### config.mk
export PLATFORM = sky130hd
export DESIGN_NAME = nfc_command_get_feature
export DESIGN_NICKNAME = d
export VERILOG_FILES = /design/src/rtl/nfc_command_get_feature.sv
export SDC_FILE = /design/constraint.sdc
export NUM_CORES = 1
export LEC_CHECK = 0
export CELL_PAD_IN_SITES_DETAIL_PLACEMENT = 0
export CELL_PAD_IN_SITES_GLOBAL_PLACEMENT = 2
export CORE_ASPECT_RATIO = 1.5
export CORE_UTILIZATION = 20
export CTS_CLUSTER_SIZE = 25
export DETAILED_ROUTE_END_ITERATION = 7
export PLACE_DENSITY_LB_ADDON = 0.15
export SLEW_MARGIN = 40
export SYNTH_ARGS = -nofsm -noshare
export SYNTH_HDL_FRONTEND = slang
export SYNTH_SLANG_ARGS = --single-unit
### constraint.sdc
create_clock -name iSystemClock -period 2.3 [get_ports iSystemClock]
set_clock_uncertainty 0.05 [all_clocks]
set_input_delay 0.46 -clock iSystemClock [delete_from_list [all_inputs] [get_ports iSystemClock]]
set_output_delay 0.46 -clock iSystemClock [all_outputs]
set_load 0.05 [all_outputs]
### src/rtl/nfc_command_get_feature.sv
// NAND GET FEATURES sequencer: issues the EEh command and the feature address
// through the CA primitive, waits out the device busy period on the selected
// way, then collects the four parameter bytes P1..P4 via the data-in primitive.
module nfc_command_get_feature #(
   parameter int         NumberOfWays = 4,
   parameter logic [5:0] CommandID    = 6'b000011,
   parameter int         RBLowTimeout = 32
) (
   input  logic                    iSystemClock,
   input  logic                    iReset,
   input  logic [5:0]              iOpcode,
   input  logic                    iCMDValid,
   output logic                    oCMDReady,
   input  logic [NumberOfWays-1:0] iWaySelect,
   input  logic [7:0]              iFeatureAddress,
   output logic                    oStart,
   output logic                    oLastStep,
   output logic [31:0]             oFeatureData,
   output logic                    oFeatureValid,
   output logic [7:0]              oACG_Command,
   output logic [2:0]              oACG_CommandOption,
   input  logic [7:0]              iACG_Ready,
   input  logic [7:0]              iACG_LastStep,
   output logic [NumberOfWays-1:0] oACG_TargetWay,
   output logic [15:0]             oACG_NumOfData,
   output logic                    oACG_CASelect,
   output logic [39:0]             oACG_CAData,
   input  logic [15:0]             iACG_ReadData,
   input  logic                    iACG_ReadLast,
   input  logic                    iACG_ReadValid,
   output logic                    oACG_ReadReady,
   input  logic [NumberOfWays-1:0] iACG_ReadyBusy
);

   typedef enum logic [3:0] {
      ST_RESET, ST_READY, ST_CMD_LATCH, ST_CMD_ISSUE, ST_ADDR_ISSUE,
      ST_WAIT_RB_LOW, ST_WAIT_RB_HIGH, ST_DATA_READ, ST_DONE
   } state_t;

   localparam logic [5:0] TimeoutLast = 6'(RBLowTimeout - 1);

   state_t                  state_q, state_d;
   logic                    cmd_ready_q, last_step_q, read_ready_q, ca_select_q;
   logic [7:0]              command_q;
   logic [15:0]             num_of_data_q;
   logic [39:0]             ca_data_q;
   logic [NumberOfWays-1:0] way_q;
   logic [7:0]              addr_q;
   logic [NumberOfWays-1:0] rb_stage1_q;
   logic                    rb_stage2_q;
   logic [5:0]              timeout_q;
   logic                    word_sel_q;
   logic [31:0]             data_q;
   logic                    data_valid_q;
   logic                    ca_done, accept;
   logic                    acg_inputs_unused;

   // The primitive handshake is driven purely by requests and LastStep[6];
   // the ready flags and the other done bits are intentionally ignored.
   assign acg_inputs_unused = ^{iACG_Ready, iACG_LastStep[7], iACG_LastStep[5:0]};

   assign oStart             = (iOpcode == CommandID) & iCMDValid;
   assign ca_done            = iACG_LastStep[6];
   assign accept             = iACG_ReadValid & read_ready_q;

   assign oCMDReady          = cmd_ready_q;
   assign oLastStep          = last_step_q;
   assign oFeatureData       = data_q;
   assign oFeatureValid      = data_valid_q;
   assign oACG_Command       = command_q;
   assign oACG_CommandOption = '0;
   assign oACG_TargetWay     = way_q;
   assign oACG_NumOfData     = num_of_data_q;
   assign oACG_CASelect      = ca_select_q;
   assign oACG_CAData        = ca_data_q;
   assign oACG_ReadReady     = read_ready_q;

   // Next-state selection; reset forces the RESET state.
   always_comb begin
      state_d = state_q;
      if (iReset) begin
         state_d = ST_RESET;
      end else begin
         case (state_q)
            ST_RESET:        state_d = ST_READY;
            ST_READY:        if (oStart) state_d = ST_CMD_LATCH;
            ST_CMD_LATCH:    state_d = ST_CMD_ISSUE;
            ST_CMD_ISSUE:    if (ca_done) state_d = ST_ADDR_ISSUE;
            ST_ADDR_ISSUE:   if (ca_done) state_d = ST_WAIT_RB_LOW;
            ST_WAIT_RB_LOW:  if (!rb_stage2_q || (timeout_q == TimeoutLast)) state_d = ST_WAIT_RB_HIGH;
            ST_WAIT_RB_HIGH: if (rb_stage2_q) state_d = ST_DATA_READ;
            ST_DATA_READ:    if (accept && (word_sel_q || iACG_ReadLast)) state_d = ST_DONE;
            ST_DONE:         state_d = ST_READY;
            default:         state_d = ST_READY;
         endcase
      end
   end

   // State register with primitive-request outputs decoded from the next state.
   always_ff @(posedge iSystemClock) begin
      state_q       <= state_d;
      cmd_ready_q   <= (state_d == ST_RESET) || (state_d == ST_READY);
      last_step_q   <= (state_d == ST_DONE);
      read_ready_q  <= (state_d == ST_DATA_READ);
      command_q     <= 8'h00;
      num_of_data_q <= 16'd0;
      ca_select_q   <= 1'b1;
      ca_data_q     <= '0;
      case (state_d)
         ST_CMD_ISSUE: begin
            command_q     <= 8'h40;
            num_of_data_q <= 16'd1;
            ca_data_q     <= {8'hEE, 32'h0};
         end
         ST_ADDR_ISSUE: begin
            command_q     <= 8'h40;
            num_of_data_q <= 16'd1;
            ca_select_q   <= 1'b0;
            ca_data_q     <= {addr_q, 32'h0};
         end
         ST_DATA_READ: begin
            command_q     <= 8'h10;
            num_of_data_q <= 16'd4;
            ca_select_q   <= 1'b0;
         end
         default: ;
      endcase
   end

   // Capture target way and feature address on the edge that accepts the command.
   always_ff @(posedge iSystemClock) begin
      if (iReset) begin
         way_q  <= '0;
         addr_q <= '0;
      end else if (state_d == ST_CMD_LATCH) begin
         way_q  <= iWaySelect;
         addr_q <= iFeatureAddress;
      end
   end

   // Two-stage R/B synchronizer on the selected way plus the R/B-low timeout.
   always_ff @(posedge iSystemClock) begin
      if (iReset) begin
         rb_stage1_q <= '0;
         rb_stage2_q <= 1'b0;
         timeout_q   <= '0;
      end else begin
         rb_stage1_q <= way_q & iACG_ReadyBusy;
         rb_stage2_q <= |rb_stage1_q;
         timeout_q   <= (state_q == ST_WAIT_RB_LOW) ? timeout_q + 6'd1 : '0;
      end
   end

   // Assemble the two data-in words into P1..P4 and track result validity.
   always_ff @(posedge iSystemClock) begin
      if (iReset) begin
         word_sel_q   <= 1'b0;
         data_q       <= '0;
         data_valid_q <= 1'b0;
      end else begin
         if (state_q == ST_CMD_LATCH) begin
            word_sel_q <= 1'b0;
         end else if (accept) begin
            word_sel_q <= 1'b1;
         end
         if (accept) begin
            if (!word_sel_q) begin
               data_q[31:16] <= iACG_ReadData;
               if (iACG_ReadLast) data_q[15:0] <= 16'h0000;
            end else begin
               data_q[15:0] <= iACG_ReadData;
            end
         end
         if (state_d == ST_CMD_LATCH) begin
            data_valid_q <= 1'b0;
         end else if (state_d == ST_DONE) begin
            data_valid_q <= 1'b1;
         end
      end
   end

endmodule
==> flow_summary.yaml <==
global_routing:
  grt_max_degree: 33
  gr-total-overflow: 0
  grt_use_total_pct: 10.0
  grt_pass1_wl_mm: 13.1
  antenna_found_initial: 0
  grt_pass1_vias: 2611
floorplanning:
  rows: 57
  die_h_um: 160
  start_util_pct: 20.4
  dieWidth_um: 107
  io_pins: 168
  dieArea_um2: 17100
  coreArea_um2: 16200
sta:
  slew_viol_final: 0
  slew_headroom_pct: 55.3
  fin_crit_sh_pct: 96.3
  rsz0062_at_grt: "no"
  setup_violations: 0
  fmax_mhz: 451
  hold_viol_final: 0
  worstMarginPinSlew_ps: 670
  fin_ws_ps: 84.3
  period_needed_ps: 2220
worst_setup_path:
  slowest_delay_ps: 400
  path_delay_family: "buffers and inverters"
  cp_max_fo: 7
  critical_path.endpoint_type: "flip-flop"
  crit_slowest_cell: "clkdlybuf4s50_1"
  worstSetupPathType: "input pin to flip-flop"
  cp-start-kind: "input pin"
  crit_buf_inv: 3
  cp.arrival_ps: 2420
  critical_path_required_ps: 2500
  cp_cell_sequence: "clkdlybuf4s50_1 > nand3b_1 > o31a_1 > or2_4 > a211oi_4 > buf_4 > buf_12 > mux2i_1"
cts:
  clk_pin_slew_ps: 60
  clk-insertion-delay-late_ps: 330
  numCtsBuffers: 9
  cts_tree: "built"
  clock_path_buffers: 2
  cts_root_buf: "clkbuf_16"
  cts.sinks: 75
  htreeDepth: 3
layout:
  fin_util_pct: 29.6
  fin_nets: 546
  design_area_um2: 4790
  drive_gt1_share_pct: 12.1
  areaGrowthSynthToFinish_pct: 44.8
  num-fill-cells: 1733
  finalNonFillerCells: 695
  diodes: 0
route:
  wirelength_mm: 8.48
  antenna_left: 0
  avgViaCountPerCell: 3.84
  vias: 2669
  drt_first_pass_iters: 4
  drt-initial-drc-count: 122
  routedWlPerCell_um: 12.2
  drc: 0
synthesis:
  syn_avg_cell_area_um2: 8.87
  synth_area_leaders: "dfxtp_1, buf_4, nand2b_1"
  yosysUniqueCellTypes: 49
  syn-cell-area_um2: 3310
  ys_seq_elements: 75
  ys_seq_area_share_pct: 45.4
  synth_top_area_cell: "dfxtp_1"
  postSynthCellCount: 373
  yosys_warnings: 0
  synth.top_cell.area_share_pct: 45.4
pwr:
  p_seq_share_pct: 41.7
  p_int_w: 0.00233
  powerDensity_nw_per_um2: 652
  p_sw_w: 0.000788
  swShare_pct: 25.2
  clkPwrFrac_pct: 47.0
  comb_power_share_pct: 11.4
  p_leak_nw: 1.77
  peakVddDrop_mv: 0.254
place:
  dp.cells: 675
  portBuffers: 97
  post-place-ws_ps: -431
  place_area_um2: 4410
  dp_hpwl_mm: 6.11
  gp_congestion: 0.730
outcome:
  outcome: "finished, final reports clean"
worst_hold_path:
  hp-class: "flip-flop to flip-flop"
flow_run:
  cap_viol_max_count: 0
[worst register-to-register path, cell delays in order (launching register included)]
cell and delay [ps]:
dfxtp_4 370, or3b_4 400, o31a_1 320, or2_4 270, a211oi_4 230, buf_4 160, buf_12 130, mux2i_1 190
[cell families (layout without fill, tap and decap cells)]
| group | count (synthesis) | count (layout) | synth area share [%] |
|---|---|---|---|
| other | 1 | 55 | 0.113 |
| muxes | 12 | 12 | 3.63 |
| DFF | 75 | 75 | 45.4 |
| AOI/OAI and AO/OA | 62 | 62 | 13.3 |
| buffers and inverters | 91 | 153 | 17.1 |
| xor gates and xnor gates | 4 | 4 | 1.06 |
| and+or+nand+nor | 127 | 127 | 19.1 |
| adders and majority gates | 1 | 1 | 0.378 |
[worst paths after layout]
path	from	end	slack, ps	cells past startpoint
setup / recovery	iOpcode[3]	oACG_TargetWay[0]	80	8
hold / removal	addr_q[4]	oACG_CAData[36]	390	2
setup reg to reg	state_q[1]	oACG_TargetWay[0]	110	7
hold reg to reg	addr_q[4]	oACG_CAData[36]	390	2
[layout make-up]
cell class | instances | area (um2) | area share [%]
clock inverter | 5 | 80.1 | 1.67
timing repair buffer | 124 | 1200 | 25.0
multi-input combinational | 261 | 1470 | 30.6
sequential | 75 | 1510 | 31.4
clock buffer | 9 | 225 | 4.70
tap | 206 | 258 | 5.38
inverter | 15 | 56.3 | 1.18
[power by group through the flow]
stage | clock network [W] | registers [W] | logic (W)
3_3_place_gp | 0 | 0.00133 | 0.000353
2_1_floorplan | 0 | 0.00133 | 0.000317
6_report | 0.00147 | 0.00130 | 0.000356
5_1_grt | 0.00158 | 0.00130 | 0.000375
3_5_place_dp | 0 | 0.00133 | 0.000352
4_1_cts | 0.00153 | 0.00130 | 0.000352
[synthesized netlist by cell type, drive strengths merged]
master,number
a32oi,1
a211oi,2
nor4,1
o31ai,8
o21ai,4
a31oi,1
nand2b,28
nor2,34
buf,61
a22oi,16
or4b,1
o21ba,1
ha,1
or2,3
and2,2
clkbuf,15
or3b,1
conb,1
dfxtp,75
nand3,4
o22a,1
a2111o,1
nand4,2
and4bb,1
o211ai,2
nand2,37
a2bb2oi,1
o21bai,1
a21boi,1
mux2i,12
and3,2
inv,15
nor3,5
o31a,1
xor2,3
nor2b,2
a21bo,1
o21a,1
nand3b,3
xnor2,1
and4b,1
a211o,1
a221oi,1
a21oi,17
[flip-flops by register name, summed over array words and instances (netlist names), 4 cells and up]
name,flops
oACG_CAData,8
oFeatureData,32
oACG_TargetWay,4
rb_stage1_q,4
timeout_q,6
addr_q,8
state_q,4
[stage by stage]
stage | TNS [ps] | hold WS [ps] | total power, W
2_1_floorplan | 0 | 366 | 0.00165
3_3_place_gp | -8390 | 384 | 0.00168
3_5_place_dp | -9100 | 378 | 0.00168
4_1_cts | 0 | 390 | 0.00319
5_1_grt | 0 | 419 | 0.00326
6_report | 0 | 392 | 0.00312
[layout by cell type, fill, tap and decap left out, drive strengths merged, types with 12 or more instances in the layout]
cell,Yosys,routed
a21oi,17,17
nand2,37,37
nor2,34,34
clkdlybuf4s50,0,91
conb,1,55
a22oi,16,16
nand2b,28,28
buf,61,31
mux2i,12,12
inv,15,15
dfxtp,75,75
[layer usage]
layer / vias to the layer above / wire length [um] / global-route usage, %
met5: - / 0 / 0
met4: 0 / 180 / 4.61
met3: 12 / 449 / 2.99
met2: 93 / 4270 / 17.8
met1: 1209 / 3570 / 10.8
li1: 1355 / - / -
[repair_timing]
item	in CTS	in global routing
endpoints found under the setup margin	16	19
cloned	1	0
setup buffers	2	3
resized for setup	11	5
pin swaps	4	7
hold buffers	0	0
Note: power is estimated with default switching activity, not from simulation.
